[src/rtl/if_fetch_unit.sv]
// rtl/if_fetch_unit.sv - instruction fetch stage feeding the IF/ID pipeline buffer
//
// Holds the PC, fetches 16-bit instructions over a req/ready handshake and
// presents pc/instruction pairs with active-low bubble and flush strobes.
//
// Ports:
//   clk            system clock, rising edge
//   rst            asynchronous active-low reset
//   stall          hazard stall, freezes delivery
//   branch_taken   redirect request
//   branch_target  redirect PC
//   imem_req       memory request, held until imem_ready
//   imem_addr      fetch address (current PC)
//   imem_ready     read data valid for the outstanding request
//   imem_rdata     fetched instruction
//   pc_out         PC of the delivered instruction
//   inst_out       delivered instruction
//   nop_n          0 = no valid instruction this cycle
//   flush_n        active-low flush strobe
//   fetch_timeout  sticky memory-timeout flag
module if_fetch_unit #(
    parameter logic [15:0] RESET_PC = 16'h0000,
    parameter logic [15:0] PC_STEP  = 16'd2,
    parameter int unsigned MAX_WAIT = 15
) (
    input  logic        clk,
    input  logic        rst,
    input  logic        stall,
    input  logic        branch_taken,
    input  logic [15:0] branch_target,
    output logic        imem_req,
    output logic [15:0] imem_addr,
    input  logic        imem_ready,
    input  logic [15:0] imem_rdata,
    output logic [15:0] pc_out,
    output logic [15:0] inst_out,
    output logic        nop_n,
    output logic        flush_n,
    output logic        fetch_timeout
);

    typedef enum logic [2:0] {
        BOOT  = 3'd0,
        REQ   = 3'd1,
        WAIT  = 3'd2,
        DRAIN = 3'd3,
        HOLD  = 3'd4
    } state_t;

    localparam logic [7:0] WAIT_LAST = 8'(MAX_WAIT - 1);

    state_t      state;
    state_t      next_state;
    logic [15:0] pc;
    logic [15:0] skid_pc;
    logic [15:0] skid_inst;
    logic        skid_valid;
    logic [7:0]  wait_cnt;

    logic        accept;
    logic        deliver_mem;
    logic        deliver_skid;
    logic        capture_skid;
    logic        waiting;

    assign imem_addr = pc;

    // A branch kills whatever the current cycle would have delivered or captured.
    always_comb begin
        accept       = (state == WAIT) && imem_ready;
        deliver_mem  = accept && !stall && !branch_taken;
        capture_skid = accept && stall && !branch_taken;
        deliver_skid = (state == HOLD) && !stall && skid_valid && !branch_taken;
        waiting      = (state == WAIT) || (state == DRAIN);
    end

    always_ff @(posedge clk or negedge rst) begin
        if (!rst) begin
            state <= BOOT;
        end else begin
            state <= next_state;
        end
    end

    always_comb begin
        next_state = state;
        if (branch_taken) begin
            // An outstanding request with no response yet must be drained so
            // its late data is not mistaken for the redirected fetch.
            if ((state == WAIT) && !imem_ready) begin
                next_state = DRAIN;
            end else begin
                next_state = REQ;
            end
        end else begin
            case (state)
                BOOT:    next_state = REQ;
                REQ:     next_state = (stall || skid_valid) ? HOLD : WAIT;
                WAIT:    next_state = imem_ready ? REQ : WAIT;
                DRAIN:   next_state = imem_ready ? REQ : DRAIN;
                HOLD:    next_state = stall ? HOLD : REQ;
                default: next_state = BOOT;
            endcase
        end
    end

    always_ff @(posedge clk or negedge rst) begin
        if (!rst) begin
            pc            <= RESET_PC;
            imem_req      <= 1'b0;
            pc_out        <= 16'h0000;
            inst_out      <= 16'h0000;
            nop_n         <= 1'b0;
            flush_n       <= 1'b1;
            fetch_timeout <= 1'b0;
            skid_pc       <= 16'h0000;
            skid_inst     <= 16'h0000;
            skid_valid    <= 1'b0;
            wait_cnt      <= 8'h00;
        end else begin
            // The request is high exactly while the FSM sits in WAIT.
            imem_req <= (next_state == WAIT);
            flush_n  <= !branch_taken;

            if (branch_taken) begin
                pc         <= branch_target;
                skid_valid <= 1'b0;
                nop_n      <= 1'b0;
            end else begin
                if (deliver_mem) begin
                    pc_out   <= pc;
                    inst_out <= imem_rdata;
                    nop_n    <= 1'b1;
                end else if (deliver_skid) begin
                    pc_out   <= skid_pc;
                    inst_out <= skid_inst;
                    nop_n    <= 1'b1;
                end else if (!stall) begin
                    nop_n <= 1'b0;
                end

                // The PC advances on every accepted response, stalled or not.
                if (accept) begin
                    pc <= pc + PC_STEP;
                end

                if (capture_skid) begin
                    skid_pc    <= pc;
                    skid_inst  <= imem_rdata;
                    skid_valid <= 1'b1;
                end else if (deliver_skid) begin
                    skid_valid <= 1'b0;
                end
            end

            if (waiting && !imem_ready && (wait_cnt == WAIT_LAST)) begin
                fetch_timeout <= 1'b1;
            end

            if ((next_state != state) && ((next_state == WAIT) || (next_state == DRAIN))) begin
                wait_cnt <= 8'h00;
            end else if (waiting && !imem_ready && (wait_cnt != 8'hFF)) begin
                wait_cnt <= wait_cnt + 8'd1;
            end
        end
    end

endmodule

[config.mk]
export PLATFORM = sky130hd
export DESIGN_NAME = if_fetch_unit
export DESIGN_NICKNAME = d
export VERILOG_FILES = /design/src/rtl/if_fetch_unit.sv
export SDC_FILE = /design/constraint.sdc
export NUM_CORES = 1
export LEC_CHECK = 0
export BUFFER_PORTS_ARGS = -buffer_cell sky130_fd_sc_hd__buf_2
export CAP_MARGIN = 20
export CORE_ASPECT_RATIO = 2
export CORE_MARGIN = 3
export CORE_UTILIZATION = 35
export CTS_CLUSTER_DIAMETER = 30
export CTS_CLUSTER_SIZE = 30
export DETAILED_ROUTE_END_ITERATION = 10
export GPL_TIMING_DRIVEN = 1
export SLEW_MARGIN = 20
export SYNTH_ARGS = -nofsm -noshare
export SYNTH_HDL_FRONTEND = slang
export SYNTH_SLANG_ARGS = --single-unit
[constraint.sdc]
create_clock -name clk -period 1.7 [get_ports clk]
set_input_delay 0.085 -clock clk [delete_from_list [all_inputs] [get_ports clk]]
set_output_delay 0.085 -clock clk [all_outputs]
set_load 0.01 [all_outputs]
After elaboration in Yosys (flattened, before gate mapping)
Index checks and enable logic that the tools add are counted.
Word-level totals
  register bits: 96
  bits of input ports: 37
  output and inout bits: 52
Cells by class
  reductions and logical operators: 26
  muxes and demuxes: 22
  add/subtract/negate cells: 2
  bitwise gates (word level): 1
  equal/unequal tests: 10
Operators with widths (count)
  two-way mux 16 bit: 6
  adder 16 x 2 -> 16 bit (second input constant): 1
  two-way mux 8 bit: 2
  one-hot mux 3 bit (5 select lines): 1
  logical AND 1 bit: 13
  equality test 3 x 2 -> 1 bit (second input constant): 4
  two-way mux 3 bit: 3
  adder 8 x 1 -> 8 bit (second input constant): 1
  equality test 8 x 4 -> 1 bit (second input constant): 1
  != test 8 bit (second input constant): 1
  two-way mux 1 bit: 7
  two-way mux 2 bit: 3
  nonzero test 2 bit: 3
  != test 4 x 1 -> 1 bit (second input constant): 1
  AND reduction 2 bit: 2
  equality test 3 x 1 -> 1 bit (second input constant): 1
  equality test 3 bit (second input constant): 1
  logical NOT 1 bit: 3
  logical NOT 3 bit: 1
  logical OR 1 bit: 3
  != test 3 bit: 1
  nonzero test 3 bit: 1
  inverter 1 bit: 1

Longest topological paths before layout
  depth in word-level cells: 8
  depth in mapped cells: 7
  depth with buffers taken out: 5

Worst setup path before layout
Ideal clock, no wire load.
  kind: reg2reg
  start: register pc[1] (netlist: imem_addr[1])
  end: register pc[15] (netlist: imem_addr[15])
  library setup time: 0.082 ns
  slack: -0.033 ns
  arrival: 1.651 ns
  stages on the path, launching flop included: 6
  cells stage by stage: dfrtp_1 > ha_1 > nand3_1 > or2_4 > or4_1 > a31oi_1
Between the ends
  cells in the longest elaborated chain, start to end: 3
RTL lines
  start: declaration: RTL line 54  | logic [15:0] pc;
  start signal: assignment: RTL line 126  | pc <= branch_target;
  start signal: assignment: RTL line 144  | pc <= pc + PC_STEP;
  adder 16 x 2 -> 16 bit: RTL line 144
  two-way mux 16 bit: RTL line 143  | if (accept) begin
  two-way mux 16 bit: RTL line 125  | if (branch_taken) begin
Every way passes these cells. The select of a mux whose other input is x is not followed.
A chain may end at the register's enable or synchronous reset.

Final worst setup path
  start: register state[0]
  end: register pc[11] (netlist: imem_addr[11])
Between the ends
  cells in the longest elaborated chain, start to end: 3
RTL lines
  start: declaration: RTL line 52  | state_t state;
  start signal: assignment: RTL line 81  | state <= next_state;
  equality test 3 x 2 -> 1 bit: RTL line 70  | accept = (state == WAIT) && imem_ready;
  logical AND 1 bit: RTL line 70
  nonzero test 2 bit (no line)
Every way passes these cells.

==> impl_metrics.ini <==
[worst_setup_path]
worst_r2r_endpoint = imem_addr[11]$_DFFE_PN0N_
critical_path_arrival_ns = 1.90
critPathMaxFanout = 4
worstRegToRegCells = 5
timing.critical_path.slowest_stage_cell = dfrtp_1
worst_setup_path_startpoint = state[0]$_DFF_PN0_
worst_r2r_startpoint = state[0]$_DFF_PN0_
timing.critical_path.from_type = flop
reg2reg_slack_ns = 0.06
cp_slowest_stage_delay_ns = 0.42
path_depth = 5
timing.setup.critical_path_class = flop to flop
worst_path_dominant_cell_family = simple AND/OR/NAND/NOR gates
cp_cell_sequence = nand4bb_4 -> or2_4 -> buf_4 -> or3_1 -> a31oi_1
cp.buffers_inverters = 1
required_ns = 1.96
critical_path.endpoint = imem_addr[11]$_DFFE_PN0N_
worstSetupEndpointType = flop

[cts]
clock_path_buffers = 2
cts_root_buffer = clkbuf_16
path_clk_slew_ns = 0.07
cts_htree_levels = 3
tritoncts_clock_tree = done
worstSkewPairLatency_ns = 0.35
cts_sinks = 96
tritoncts.num_buffers = 9

[logic_synthesis]
synth.yosys.warnings = 0
dominant_combinational_cell_family_by_area_after_synthesis = multiplexers
post_synth.cell_area_avg_um2 = 11.1
async_flop_share_pct = 100
synth_flop_cell = dfrtp_1
ys_ff_latch = 96
mappedNetlistArea_um2 = 4430
synth_compound_area_share_pct = 9.04
synth_seq_area_share_pct = 54.3
synthCells = 399
synth_nets = 439
synth_enable_flop_cells = 0
synth-xor-area-share_pct = 2.37
synth-simple-area-share_pct = 14.3
yosys-mux-area-fraction_pct = 16.2
synth.distinct_cells = 45
post_synthesis_adder_cell_area_fraction_pct = 0.847

[route]
drt_iter0_markers = 146
detail_route.wirelength_um = 11500
via_per_inst = 5.13
vias = 3575
drt-wirelength-per-cell_um = 16.4
ant_nets = 0
drc_errors = 0
detail_route.first_pass.iterations = 4

[timing]
setup_slack_ns = 0.0608
final-hold-violation-count = 0
max_freq_ghz = 0.610
period_share_pct = 96.4
slew_violations = 0
fin_worst_skew_ns = 0.0116
whs_ns = 0.00893
setup_viol_count_final = 0
post-route-min-period_ns = 1.64
slew_headroom_pct = 62.1
max_slew.worst_pin.slew_ns = 0.569

[place]
half_perimeter_wire_length_after_detailed_placement_um = 7860
post-place-ws_ns = -0.00250
place_area_um2 = 5280
final_weighted_congestion_in_routability_driven_placement = 0.802
buffer_ports.inserted = 88
dpl.cell_count = 647

[die]
die_x_um = 85.6
die_area_um2 = 14100
core_region_area_um2 = 12300
die_y_um = 165
top_level_port_count = 89
floorplan.initialDensity_pct = 36.1
row_count = 57

[layout]
n_antenna_cell = 0
final_core_util_pct = 49.0
post_route_cells_drive_above_1_share_pct = 34.9
layout.cells.non_filler = 697
area_growth_from_synthesis_to_final_layout_pct = 35.6
post_layout_instance_area_um2 = 6010
finish.net_count = 585

[global_routing]
initial_antenna_violation_count = 0
globalRouteOverflowTotal = 0
grtUsageTotal_pct = 16.3
grt_max_degree = 43
grt_pass1_vias = 3652
grt_first_pass_wirelength_um = 17800

[status]
run_status = finished clean

[flow_run]
cap_violations = 0

[pwr]
leakagePower_nw = 3.05
power_per_cell_area_nw_per_um2 = 1010
max-vdd-ir-drop_v = 0.000515

[min_path]
min-delay-path-class = input port to flop
[area by class of cell]
cell class | instances | area (um^2)
fill | 1153 | 6260
tap | 147 | 184
timing repair buffer | 155 | 1140
clock inverter | 7 | 68.8
clock buffer | 9 | 225
sequential | 96 | 2410
inverter | 6 | 22.5
multi-input combinational | 277 | 1960
[worst reg2reg max path, cell delays in order (launching register included)]
cell and delay [ns]:
dfrtp_1 0.42, nand4bb_4 0.27, or2_4 0.26, buf_4 0.14
or3_1 0.30, a31oi_1 0.17
[flip-flops by register name (all words and copies together), names as in the netlist, 3 cells and up]
register,flops
imem_addr,16
inst_out,16
pc_out,16
skid_inst,16
skid_pc,16
state,3
wait_cnt,8
[placed cells by master (no fill, tap or decap), types with 2 or more instances in the layout]
| master | synthesis | final |
|---|---|---|
| dfrtp_1 | 95 | 92 |
| buf_2 | 7 | 88 |
| nand2_1 | 57 | 57 |
| o21ai_0 | 53 | 52 |
| mux2i_1 | 37 | 37 |
| mux2_2 | 29 | 29 |
| buf_4 | 0 | 29 |
| dlygate4sd3_1 | 0 | 28 |
| nor2_1 | 19 | 19 |
| clkbuf_16 | 0 | 10 |
| nand3_1 | 9 | 8 |
| xnor2_1 | 8 | 8 |
| nand4_1 | 7 | 7 |
| inv_1 | 6 | 6 |
| nor3_1 | 7 | 5 |
| a21oi_1 | 5 | 5 |
| inv_6 | 0 | 5 |
| buf_12 | 0 | 5 |
| a31oi_1 | 4 | 4 |
| xor2_1 | 4 | 4 |
| nor4_1 | 4 | 4 |
| nor2b_1 | 3 | 3 |
| nor3_4 | 0 | 3 |
| dfrtp_2 | 0 | 3 |
| o211ai_1 | 2 | 2 |
| nand3_2 | 1 | 2 |
| o31ai_1 | 2 | 2 |
| or4_1 | 2 | 2 |
| mux2_1 | 2 | 2 |
| ha_1 | 3 | 2 |
| buf_6 | 3 | 2 |
| buf_16 | 0 | 2 |
[synthesized netlist by cell type (all sizes together), types with 4 or more instances]
cell    count  area [um^2]
dfrtp      95         2380
nand2      57          214
xor2        4         35.0
a21oi       5         25.0
clkbuf     10         37.5
buf        10         68.8
a31oi       4         25.0
mux2       31          349
nor3        8         45.0
nor4        5         46.3
inv         6         22.5
mux2i      37          370
xnor2       8         70.1
nand4       7         43.8
o21ai      53          265
nor2       19         71.3
nand3      11         72.6
[kinds of logic (layout without fill, tap and decap cells)]
kind of cell,count (synthesis),count (layout)
multiplexers,68,68
XOR/XNOR,12,12
AND/OR/NAND/NOR,123,123
adder cells (fa/ha/maj),3,3
buffers and inverters,26,177
flip-flops,96,96
AO/OA/AOI/OAI,71,71
[where the power goes]
part | total (W) | switching [W] | internal (W) | leakage [nW]
Sequential | 0.00290 | 0.000241 | 0.00266 | 1.26
Combinational | 0.00113 | 0.000559 | 0.000572 | 1.64
Clock | 0.00201 | 0.000971 | 0.00103 | 0.145
Total | 0.00604 | 0.00177 | 0.00427 | 3.05
[per-layer routing]
| metal | track usage, % | share of wire [%] | routed length (um) | up-vias |
|---|---|---|---|---|
| met5 | 0 | 0 | 0 | - |
| met1 | 17.6 | 39 | 4430 | 1772 |
| met3 | 2.83 | 3.2 | 364 | 22 |
| li1 | - | - | - | 1703 |
| met2 | 30.0 | 55 | 6290 | 78 |
| met4 | 7.85 | 3.2 | 365 | 0 |
[worst min path at each step]
stage,start,endpoint,slack [ns],cells past startpoint
after floorplan,rst,fetch_timeout$_DFFE_PN0P_,-0.21,0
after global placement,rst,imem_addr[3]$_DFFE_PN0N_,0.12,1
after detailed placement,rst,imem_addr[5]$_DFFE_PN0N_,0.13,1
after CTS,imem_rdata[10],inst_out[10]$_DFFE_PN0P_,0.004,3
after global routing,imem_rdata[10],skid_inst[10]$_DFFE_PN0P_,0.006,2
final,imem_rdata[10],inst_out[10]$_DFFE_PN0P_,0.009,3
[per-stage QoR]
stage,power [W],setup TNS (ns)
2_1_floorplan,0.00349,0
3_3_place_gp,0.00396,0
3_5_place_dp,0.00402,-0.00250
4_1_cts,0.00610,0
5_1_grt,0.00637,-0.0206
6_report,0.00604,0
[timing repair]
item | 4_1_cts | 5_1_grt
gates resized for setup | 1 | 14
setup endpoints to repair | 1 | 36
cloned | 0 | 2
setup buffers | 0 | 4
pin swaps | 0 | 8
hold endpoints to repair | 80 | 0
hold buffers | 28 | 0
No activity file was read; power rests on OpenSTA's default activity.
